`src/rtl/mem_arbiter_if.sv`:
```
// Bus bundle for mem_arbiter: two requester ports plus the synchronous RAM port.
// slave = arbiter side, master = environment side (requesters and RAM).
interface mem_arbiter_if #(
  parameter int AW = 12
);
  logic          m0_req;
  logic          m0_we;
  logic [31:0]   m0_addr;
  logic [31:0]   m0_wdata;
  logic          m0_ack;
  logic [31:0]   m0_rdata;

  logic          m1_req;
  logic          m1_we;
  logic [31:0]   m1_addr;
  logic [31:0]   m1_wdata;
  logic          m1_ack;
  logic [31:0]   m1_rdata;

  logic [AW-1:0] ram_addr;
  logic          ram_we;
  logic [31:0]   ram_wdata;
  logic [31:0]   ram_rdata;

  modport slave (
    input  m0_req, m0_we, m0_addr, m0_wdata,
    output m0_ack, m0_rdata,
    input  m1_req, m1_we, m1_addr, m1_wdata,
    output m1_ack, m1_rdata,
    output ram_addr, ram_we, ram_wdata,
    input  ram_rdata
  );

  modport master (
    output m0_req, m0_we, m0_addr, m0_wdata,
    input  m0_ack, m0_rdata,
    output m1_req, m1_we, m1_addr, m1_wdata,
    input  m1_ack, m1_rdata,
    input  ram_addr, ram_we, ram_wdata,
    output ram_rdata
  );
endinterface

```
`src/rtl/mem_arbiter.sv`:
```
// Two-port arbiter serialising accesses to one synchronous RAM (IDLE -> ACC -> RESP).
// Define MEM_ARBITER_FIXED_PRIO_EN for fixed priority (port 0 wins ties); default is round-robin.
module mem_arbiter #(
  parameter int AW = 12
) (
  input  logic         clk,
  input  logic         rst,
  mem_arbiter_if.slave bus
);

  typedef enum logic [1:0] {
    IDLE = 2'd0,
    ACC  = 2'd1,
    RESP = 2'd2
  } state_t;

  state_t        state_reg, state_next;
  logic          owner_reg, owner_next;          // 0 = port 0, 1 = port 1
  logic          we_reg, we_next;
  logic          in_range_reg, in_range_next;
  logic [AW-1:0] addr_reg, addr_next;
  logic [31:0]   wdata_reg, wdata_next;
  logic          m0_ack_reg, m0_ack_next;
  logic          m1_ack_reg, m1_ack_next;
  logic [31:0]   m0_rdata_reg, m0_rdata_next;
  logic [31:0]   m1_rdata_reg, m1_rdata_next;

  logic          any_req;
  logic          winner;
  logic          sel_we;
  logic [31:0]   sel_addr;
  logic [31:0]   sel_wdata;
  logic [31:0]   resp_data;
  logic          unused_addr_bits;

  assign any_req = bus.m0_req | bus.m1_req;

`ifdef MEM_ARBITER_FIXED_PRIO_EN
  assign winner = ~bus.m0_req;
`else
  logic last_reg, last_next;                     // port served by the most recent grant

  // On a tie the port that was not served last wins.
  assign winner = (bus.m0_req && bus.m1_req) ? ~last_reg : ~bus.m0_req;

  always_ff @(posedge clk) begin
    if (rst) begin
      last_reg <= 1'b1;
    end else begin
      last_reg <= last_next;
    end
  end

  always_comb begin
    last_next = last_reg;
    if (state_reg == IDLE && any_req) begin
      last_next = winner;
    end
  end
`endif

  assign sel_we    = winner ? bus.m1_we    : bus.m0_we;
  assign sel_addr  = winner ? bus.m1_addr  : bus.m0_addr;
  assign sel_wdata = winner ? bus.m1_wdata : bus.m0_wdata;
  assign unused_addr_bits = ^sel_addr[1:0];

  // Writes and out-of-range reads return zero.
  assign resp_data = (we_reg || !in_range_reg) ? 32'd0 : bus.ram_rdata;

  always_comb begin
    state_next    = state_reg;
    owner_next    = owner_reg;
    we_next       = we_reg;
    in_range_next = in_range_reg;
    addr_next     = addr_reg;
    wdata_next    = wdata_reg;
    m0_ack_next   = 1'b0;
    m1_ack_next   = 1'b0;
    m0_rdata_next = 32'd0;
    m1_rdata_next = 32'd0;
    case (state_reg)
      IDLE: begin
        if (any_req) begin
          state_next    = ACC;
          owner_next    = winner;
          we_next       = sel_we;
          in_range_next = (sel_addr[31:AW+2] == '0);
          addr_next     = sel_addr[AW+1:2];
          wdata_next    = sel_wdata;
        end
      end
      ACC: begin
        state_next = RESP;
      end
      RESP: begin
        state_next = IDLE;
        if (owner_reg) begin
          m1_ack_next   = 1'b1;
          m1_rdata_next = resp_data;
        end else begin
          m0_ack_next   = 1'b1;
          m0_rdata_next = resp_data;
        end
      end
      default: begin
        state_next = IDLE;
      end
    endcase
  end

  always_ff @(posedge clk) begin
    if (rst) begin
      state_reg    <= IDLE;
      owner_reg    <= 1'b0;
      we_reg       <= 1'b0;
      in_range_reg <= 1'b0;
      addr_reg     <= '0;
      wdata_reg    <= 32'd0;
      m0_ack_reg   <= 1'b0;
      m1_ack_reg   <= 1'b0;
      m0_rdata_reg <= 32'd0;
      m1_rdata_reg <= 32'd0;
    end else begin
      state_reg    <= state_next;
      owner_reg    <= owner_next;
      we_reg       <= we_next;
      in_range_reg <= in_range_next;
      addr_reg     <= addr_next;
      wdata_reg    <= wdata_next;
      m0_ack_reg   <= m0_ack_next;
      m1_ack_reg   <= m1_ack_next;
      m0_rdata_reg <= m0_rdata_next;
      m1_rdata_reg <= m1_rdata_next;
    end
  end

  assign bus.m0_ack    = m0_ack_reg;
  assign bus.m1_ack    = m1_ack_reg;
  assign bus.m0_rdata  = m0_rdata_reg;
  assign bus.m1_rdata  = m1_rdata_reg;
  assign bus.ram_addr  = addr_reg;
  assign bus.ram_wdata = wdata_reg;
  // Gated by rst so a reset landing in ACC cannot commit the write at that same edge.
  assign bus.ram_we    = (state_reg == ACC) && we_reg && in_range_reg && !rst;

endmodule

```
`src/flat_wrapper.sv`:
```
// flat-port wrapper written by rule: the top's interface ports become plain ports
module mem_arbiter_flat 
#(
  parameter int AW = 12
)
  (clk, rst, bus_m0_req, bus_m0_we, bus_m0_addr, bus_m0_wdata, bus_m0_ack, bus_m0_rdata, bus_m1_req, bus_m1_we, bus_m1_addr, bus_m1_wdata, bus_m1_ack, bus_m1_rdata, bus_ram_addr, bus_ram_we, bus_ram_wdata, bus_ram_rdata);
  mem_arbiter_if #(.AW(AW)) bus_i ();
  input  logic clk;
  input  logic rst;
  input wire logic [$bits(bus_i.m0_req)-1:0] bus_m0_req;
  input wire logic [$bits(bus_i.m0_we)-1:0] bus_m0_we;
  input wire logic [$bits(bus_i.m0_addr)-1:0] bus_m0_addr;
  input wire logic [$bits(bus_i.m0_wdata)-1:0] bus_m0_wdata;
  output wire logic [$bits(bus_i.m0_ack)-1:0] bus_m0_ack;
  output wire logic [$bits(bus_i.m0_rdata)-1:0] bus_m0_rdata;
  input wire logic [$bits(bus_i.m1_req)-1:0] bus_m1_req;
  input wire logic [$bits(bus_i.m1_we)-1:0] bus_m1_we;
  input wire logic [$bits(bus_i.m1_addr)-1:0] bus_m1_addr;
  input wire logic [$bits(bus_i.m1_wdata)-1:0] bus_m1_wdata;
  output wire logic [$bits(bus_i.m1_ack)-1:0] bus_m1_ack;
  output wire logic [$bits(bus_i.m1_rdata)-1:0] bus_m1_rdata;
  output wire logic [$bits(bus_i.ram_addr)-1:0] bus_ram_addr;
  output wire logic [$bits(bus_i.ram_we)-1:0] bus_ram_we;
  output wire logic [$bits(bus_i.ram_wdata)-1:0] bus_ram_wdata;
  input wire logic [$bits(bus_i.ram_rdata)-1:0] bus_ram_rdata;
  assign bus_i.m0_req = bus_m0_req;
  assign bus_i.m0_we = bus_m0_we;
  assign bus_i.m0_addr = bus_m0_addr;
  assign bus_i.m0_wdata = bus_m0_wdata;
  assign bus_m0_ack = bus_i.m0_ack;
  assign bus_m0_rdata = bus_i.m0_rdata;
  assign bus_i.m1_req = bus_m1_req;
  assign bus_i.m1_we = bus_m1_we;
  assign bus_i.m1_addr = bus_m1_addr;
  assign bus_i.m1_wdata = bus_m1_wdata;
  assign bus_m1_ack = bus_i.m1_ack;
  assign bus_m1_rdata = bus_i.m1_rdata;
  assign bus_ram_addr = bus_i.ram_addr;
  assign bus_ram_we = bus_i.ram_we;
  assign bus_ram_wdata = bus_i.ram_wdata;
  assign bus_i.ram_rdata = bus_ram_rdata;
  mem_arbiter #(.AW(AW)) u_core (.clk(clk), .rst(rst), .bus(bus_i));
endmodule
```
`config.mk`:
```
export PLATFORM = sky130hd
export DESIGN_NAME = mem_arbiter_flat
export DESIGN_NICKNAME = d
export VERILOG_FILES = /design/src/rtl/mem_arbiter_if.sv /design/src/rtl/mem_arbiter.sv /design/src/flat_wrapper.sv
export SDC_FILE = /design/constraint.sdc
export NUM_CORES = 1
export LEC_CHECK = 0
export ABC_AREA = 1
export BUFFER_PORTS_ARGS = -buffer_cell sky130_fd_sc_hd__buf_4
export CORE_ASPECT_RATIO = 0.9
export CORE_MARGIN = 3
export CORE_UTILIZATION = 44
export CTS_BUF_LIST = sky130_fd_sc_hd__clkbuf_2
export DETAILED_ROUTE_END_ITERATION = 10
export GPL_TIMING_DRIVEN = 0
export PLACE_DENSITY = 0.85
export SLEW_MARGIN = 20
export SYNTH_ARGS = -nofsm -noshare
export SYNTH_HDL_FRONTEND = slang
export SYNTH_SLANG_ARGS = --single-unit
```
`constraint.sdc`:
```
create_clock -name clk -period 1.5 [get_ports clk]
set_input_delay 0.225 -clock clk [delete_from_list [all_inputs] [get_ports clk]]
set_output_delay 0.225 -clock clk [all_outputs]
set_load 0.1 [all_outputs]
```
==> results of run 1 <==
==> routing by layer <==
metal | GRT overflow | global-route usage
met4 | 172 | 1.076
met5 | 0 | 0.2083
met2 | 384 | 1.147
met1 | 0 | 0.8110
met3 | 0 | 0.7186
==> synth_stat cells (all sizes together) <==
library cell / count / area (um^2)
clkbuf: 6 / 22.52
nor3: 64 / 620.6
nor4: 1 / 6.260
dfxtp: 116 / 2322
or2: 2 / 12.51
nor2: 28 / 122.6
o21ai: 46 / 234.0
buf: 30 / 225.2
inv: 43 / 161.4
nand2: 107 / 404.1
a31oi: 45 / 281.5
a21oi: 2 / 10.01
nand3: 6 / 42.54
==> kinds of logic after synthesis <==
kind of cell           Yosys count  synth area share
buffers and inverters           79           0.09162
and+or+nand+nor                208            0.2707
AOI/OAI and AO/OA               93            0.1177
DFF                            116            0.5200
==> repair_timing <==
item,4_1_cts
buffers inserted,0
endpoints found under the setup margin,107
gates resized for setup,170
cloned,0
pin swaps,0
hold endpoints to repair,113
hold buffers,126
==> per-stage QoR <==
stage | hold WS, ns | instance area (um^2) | worst slack (ns)
after floorplan | 0.2941 | 4482 | -0.1726
after global placement | 0.4563 | 6681 | 0.2191
after detailed placement | 0.4628 | 6681 | 0.1724
after CTS | 0.002422 | 8830 | -0.3320
==> qor.yml, run 1 <==
synthesis:
  netlist_instances: 496
  synthesis.nets: 662
  ys_ff_latch: 116
  synth_area_um2: 4466
  yosysSeqAreaShare: 0.5200
  synth.distinct_cells: 23
  syn_area_per_cell_um2: 9.003
  ys_warn_count: 0
die:
  die_y_um: 101.6
  row_count: 34
  die_w_um: 112.2
  start_util: 0.4564
  ioPinCount: 277
placed_design:
  port_buffers: 272
  dp_hpwl_um: 11220
  place_inst: 894
  routabilityCongestion: 0.9057
clock_tree:
  clockBufferDepth: 2
  numCtsBuffers: 17
  cts_root_buffer: "clkbuf_2"
  htree_levels: 4
  clock_sinks: 116
sta:
  worstEndpointGrtRepair: "bus_ram_we"
  worst-ep-kind: "primary output"
global_routing:
  antenna_found_initial: 10
  grt-ovfl-total: 556
  grtUsageTotal: 0.9026
  grt_max_degree: 17
outcome:
  outcome: "aborted with a tool error"
  error_line: "[ERROR GRT-0232] Routing congestion too high. Check the congestion heatmap in the GUI."
  failed_stage: "global routing (5_1_grt)"
==> run 2, diff against run 1 <==
--- a/config.mk
+++ b/config.mk
@@ -7,13 +7,11 @@
 export LEC_CHECK = 0
 export ABC_AREA = 1
 export BUFFER_PORTS_ARGS = -buffer_cell sky130_fd_sc_hd__buf_4
-export CORE_ASPECT_RATIO = 0.9
 export CORE_MARGIN = 3
-export CORE_UTILIZATION = 44
-export CTS_BUF_LIST = sky130_fd_sc_hd__clkbuf_2
+export CORE_UTILIZATION = 38
 export DETAILED_ROUTE_END_ITERATION = 10
 export GPL_TIMING_DRIVEN = 0
-export PLACE_DENSITY = 0.85
+export PLACE_DENSITY_LB_ADDON = 0.15
 export SLEW_MARGIN = 20
 export SYNTH_ARGS = -nofsm -noshare
 export SYNTH_HDL_FRONTEND = slang
==> qor.yml, run 2 <==
outcome:
  outcome: "finished, violations left"
  violations: "setup timing"
sta:
  period_share: 1.039
  max_freq_ghz: 0.6418
  maxSlewHeadroom: 0.6944
  worstMarginPinSlew_ns: 0.4583
  timing.final.crit_period_ns: 1.558
  rsz0062_at_grt: "yes"
  whs_ns: 0.04610
  slew_viol_final: 0
  finalHoldViolations: 0
  skew_ns: 0.01645
  fin_ws_ns: -0.05815
  setup_viol: 1
global_routing:
  grt_pass1_wl_um: 21780
  grtUsageTotal: 0.2102
  grt-ovfl-total: 0
  grt_max_degree: 17
  grt_pass1_vias: 4469
  antenna_found_initial: 0
layout:
  multi_input_area_um2: 1749
  final_common_cell: "buf_4"
  seq_area_um2: 2323
  fillers: 944
  fin_cells: 940
  num_antenna_cells: 0
  drive_gt1_frac: 0.5100
  synthToLayoutAreaGrowth_pct: 63.35
  nets: 953
  final_cell_mix: "buf_4 (276), dfxtp_1 (115), nand2_1 (106), nor3_2 (60), a31oi_1 (45)"
worst_setup_path:
  regToRegStartpoint: "u_core.we_reg"
  critPathKind: "reg2out"
  cp-startpoint: "u_core.in_range_reg"
  r2r_end: "u_core.bus.m0_rdata[17]"
  r2r_setup_slack_ns: 0.16
  critical_path_peak_fanout: 2
  critPathCaptureType: "primary output"
  cp-endpoint: "bus_ram_we"
  worstSetupStartpointType: "flop"
  worstPathArrival_ns: 1.33
  r2r_cells: 4
  cp_data_required_time_ns: 1.27
clock_tree:
  clk-insertion-delay-late_ns: 0.41
  clock_sinks: 116
  numCtsBuffers: 17
  cts_hold_buf: 0
  cts_tree: "done"
  clockBufferDepth: 2
  htree_levels: 4
  cts_setup_buffers: 0
  cts_root_buffer: "clkbuf_16"
  cts.clk_slew.worst_paths_ns: 0.05
placed_design:
  port_buffers: 272
  routabilityCongestion: 0.8554
  dp_hpwl_um: 10740
  place_inst: 908
synthesis:
  synth_top_area_cell: "dfxtp_1"
  async_reset_ff_frac: 0
  ys_ff_latch: 116
  synth.distinct_cells: 23
  yosysTopAreaCellShare: 0.5200
  yosysSeqAreaShare: 0.5200
  synth_commonest_cells: "dfxtp_1 (116), nand2_1 (106), nor3_2 (60), a31oi_1 (45), inv_1 (38)"
  netlist_instances: 496
  ys_warn_count: 0
  synthesis.nets: 662
  synth_edf_count: 0
  syn_area_per_cell_um2: 9.003
  ys_top_cells_by_area: "dfxtp_1 (52%), nor3_2 (13%), nand2_1 (8.9%)"
  synth_area_um2: 4466
  synth.most_common_cell: "dfxtp_1"
  synth_flop_cell: "dfxtp_1"
drt:
  drt_iter0_markers: 273
  drtAntennaViolNets: 0
  wire_per_inst_um: 14.83
  viasPerCell: 4.738
  vias: 4454
  drc: 0
  routed_wl_um: 13940
  drt_first_pass_iters: 4
die:
  ioPinCount: 277
  dieArea_um2: 13090
  row_count: 38
  fp.coreArea_um2: 11170
  die_w_um: 114.4
  start_util: 0.3997
  die_y_um: 114.4
run:
  cap_violations: 0
pwr:
  power.total_mw: 9.679
  p_leak_nw: 3.389
  ir_drop_mv: 0.7367
  powerDensity_nw_per_um2: 1327
hold_path:
  hold_path.class: "in2reg"
## run 2: final cells by class
cell class | instances | area share
multi-input cells | 301 | 0.2398
plain buffers | 36 | 0.03396
clock buffers | 19 | 0.05935
well taps | 140 | 0.02401
clock inverters | 13 | 0.02178
flip-flops and latches | 116 | 0.3185
inverters | 43 | 0.02213
repair buffers | 272 | 0.2804
## run 2: power by group
part | internal [mW] | leakage (nW) | switching (mW)
Combinational | 0.659 | 2.16 | 1.64
Clock | 2.61 | 0.283 | 1.43
Sequential | 3.25 | 0.947 | 0.0928
## run 2: cells by family (layout without fill, tap and decap cells)
| family | count (synthesis) | after routing | share of synthesized area |
|---|---|---|---|
| and+or+nand+nor | 208 | 208 | 0.2707 |
| DFF | 116 | 116 | 0.5200 |
| AOI/OAI and AO/OA | 93 | 93 | 0.1177 |
| buffers and inverters | 79 | 383 | 0.09162 |
## run 2: critical path, stage by stage, from the launching register on
cell and delay (ns):
dfxtp_2 0.33, inv_2 0.05, nor4_4 0.28, buf_6 0.27
## run 2: through the flow
stage | setup WS (ns) | TNS (ns) | area (um^2) | utilization
3_5_place_dp | 0.1773 | 0 | 6699 | 0.5996
4_1_cts | -0.08243 | -0.08243 | 7295 | 0.6529
5_1_grt | -0.1091 | -0.1091 | 7295 | 0.6529
2_1_floorplan | -0.1726 | -0.1726 | 4482 | -
6_report | -0.05815 | -0.05815 | 7295 | 0.6529
3_3_place_gp | 0.2211 | 0 | 6699 | 0.5996
## run 2: how the worst min path moves through the flow
stage | start | to | slack [ns] | cells after the start
5_1_grt | rst | u_core.state_reg[1] | 0.06 | 2
2_1_floorplan | rst | u_core.owner_reg | 0.29 | 1
3_3_place_gp | rst | u_core.owner_reg | 0.46 | 2
6_report | rst | u_core.owner_reg | 0.05 | 2
3_5_place_dp | rst | u_core.owner_reg | 0.46 | 2
4_1_cts | rst | u_core.owner_reg | 0.04 | 2
## run 2: what timing repair did
item / 4_1_cts / 5_1_grt
gates resized for setup: 1 / 0
endpoints found under the setup margin: 1 / 1
gates cloned: 0 / 0
## run 2: routing by layer
layer	wire (um)	track usage	vias up
li1	-	-	2224
met1	5417	0.2348	2025
met2	7125	0.3663	190
met3	1172	0.07505	15
met4	223	0.07759	0
met5	0	0	-
(Power assumes the default switching activity.)
==> run 3, diff against run 2 <==
--- a/config.mk
+++ b/config.mk
@@ -11,7 +11,7 @@
 export CORE_UTILIZATION = 38
 export DETAILED_ROUTE_END_ITERATION = 10
 export GPL_TIMING_DRIVEN = 0
-export PLACE_DENSITY_LB_ADDON = 0.15
+export PLACE_DENSITY = 0.72
 export SLEW_MARGIN = 20
 export SYNTH_ARGS = -nofsm -noshare
 export SYNTH_HDL_FRONTEND = slang
==> qor.yml, run 3 (synthesis gave the netlist of run 2 again) <==
sta:
  slew_viol_final: 0
  skew_ns: 0.01180
  worstMarginPinSlew_ns: 0.4957
  rsz0062_at_grt: "yes"
  setup_viol: 1
  final.setup.tns_ns: -0.02289
  fin_ws_ns: -0.02289
  period_share: 1.015
  maxSlewHeadroom: 0.6695
  max_freq_ghz: 0.6566
  timing.final.crit_period_ns: 1.523
  finalHoldViolations: 0
drt:
  routed_wl_um: 14570
  vias: 4557
  wire_per_inst_um: 15.50
  drt_iter0_markers: 239
  viasPerCell: 4.848
  drt_first_pass_iters: 5
  drtAntennaViolNets: 0
  drc: 0
global_routing:
  grt-ovfl-total: 0
  antenna_found_initial: 0
  grtUsageTotal: 0.2146
  grt_max_degree: 17
  grt_pass1_vias: 4675
  grt_pass1_wl_um: 22340
worst_setup_path:
  cp_data_required_time_ns: 1.27
  cp_slowest_stage_delay_ns: 0.33
  slowest_stage: "dfxtp_2"
  critical_path_peak_fanout: 2
  critPathCaptureType: "primary output"
  worstPathArrival_ns: 1.30
  critPathKind: "reg2out"
  cp_cell_sequence: "inv_2 > nor4_4 > buf_6"
  worstSetupStartpointType: "flop"
pwr:
  p_comb_frac: 0.241
  p_sw_mw: 3.241
  power.internal_mw: 6.366
  p_clk_frac: 0.411
  sequentialPowerShare: 0.348
  ir_drop_mv: 0.8950
  powerDensity_nw_per_um2: 1318
  p_leak_nw: 3.386
  p_sw_frac: 0.3373
clock_tree:
  numCtsBuffers: 17
  clock_sinks: 116
  cts_setup_buffers: 0
  clockBufferDepth: 2
  clk-insertion-delay-late_ns: 0.40
  cts_hold_buf: 0
  htree_levels: 4
  cts.clk_slew.worst_paths_ns: 0.05
  cts_tree: "done"
  cts_root_buffer: "clkbuf_16"
placed_design:
  place_inst: 908
  port_buffers: 272
  dp_hpwl_um: 11480
  place_area_um2: 6699
  routabilityCongestion: 0.8966
layout:
  fin_cells: 940
  final_cell_area_um2: 7287
  drive_gt1_frac: 0.5113
  fillers: 945
  seq_area_um2: 2323
  synthToLayoutAreaGrowth_pct: 63.18
  final_cell_mix: "buf_4 (276), dfxtp_1 (115), nand2_1 (106), nor3_2 (60), a31oi_1 (45)"
  final_util: 0.6522
  nets: 953
  final_common_cell: "buf_4"
  multi_input_area_um2: 1749
  num_antenna_cells: 0
die:
  fp.coreArea_um2: 11170
  start_util: 0.3997
  dieArea_um2: 13090
  die_y_um: 114.4
  die_w_um: 114.4
  row_count: 38
  ioPinCount: 277
outcome:
  outcome: "finished, violations left"
  violations: "setup timing"
hold_path:
  hold_path.class: "in2reg"
run:
  cap_violations: 0
==> run 3: cell types whose count changed in the layout (fill, tap and decap cells not counted), sizes merged <==
cell	delta
clkinvlp	-1
bufinv	-1
inv	+1
clkbuf	-1
clkinv	+2
==> run 3: stage by stage <==
stage                     worst slack [ns]  hold slack [ns]  total power, mW
after detailed placement            0.1478           0.4602            5.725
after floorplan                    -0.1726           0.2941            4.975
after global routing              -0.09391          0.06364            9.918
after CTS                         -0.04578          0.04148            9.655
final                             -0.02289          0.05395            9.607
after global placement              0.2111           0.4539            5.697
==> run 3: timing repair <==
action / 4_1_cts / 5_1_grt
setup endpoints to repair: 1 / 1
resized for setup: 1 / 0
gates cloned: 0 / 0
hold endpoints to repair: 0 / 0
==> run 3: final timing paths <==
kind,startpoint,endpoint,slack (ns),cells past startpoint
setup / recovery,u_core.in_range_reg,bus_ram_we,-0.02,3
setup reg to reg,u_core.last_reg,u_core.bus.ram_addr[9],0.13,5
hold / removal,rst,u_core.owner_reg,0.05,2
hold reg to reg,u_core.owner_reg,u_core.bus.m0_ack,0.50,1
==> run 3: cell type report <==
type / count / area share
buffer: 36 / 0.03400
clock inverter: 14 / 0.02129
sequential: 116 / 0.3189
inverter: 43 / 0.02215
timing repair buffer: 272 / 0.2807
clock buffer: 18 / 0.05889
multi-input combinational: 301 / 0.2400
tap: 140 / 0.02404
==> run 3: per-layer routing <==
metal  global-route usage  share of wire  vias up
met5                    0              0        -
met4              0.07284          0.015        0
met3              0.07294           0.10       21
met2               0.3865           0.51      225
met1               0.2340           0.37     2085
li1                     -              -     2226
==> run 3: worst max-delay path: cells and delay by family (launching register included) <==
family | cells | cell delay (ns)
flip-flops | 1 | 0.33
AND/OR/NAND/NOR | 1 | 0.26
buffers and inverters | 2 | 0.31
==> run 3: power groups by stage <==
| stage | Sequential (mW) | Clock (mW) | Combinational [mW] |
|---|---|---|---|
| 3_5_place_dp | 3.40 | 0 | 2.32 |
| 3_3_place_gp | 3.40 | 0 | 2.30 |
| 6_report | 3.34 | 3.94 | 2.32 |
| 2_1_floorplan | 4.43 | 0 | 0.547 |
| 4_1_cts | 3.34 | 3.99 | 2.32 |
| 5_1_grt | 3.36 | 4.12 | 2.44 |
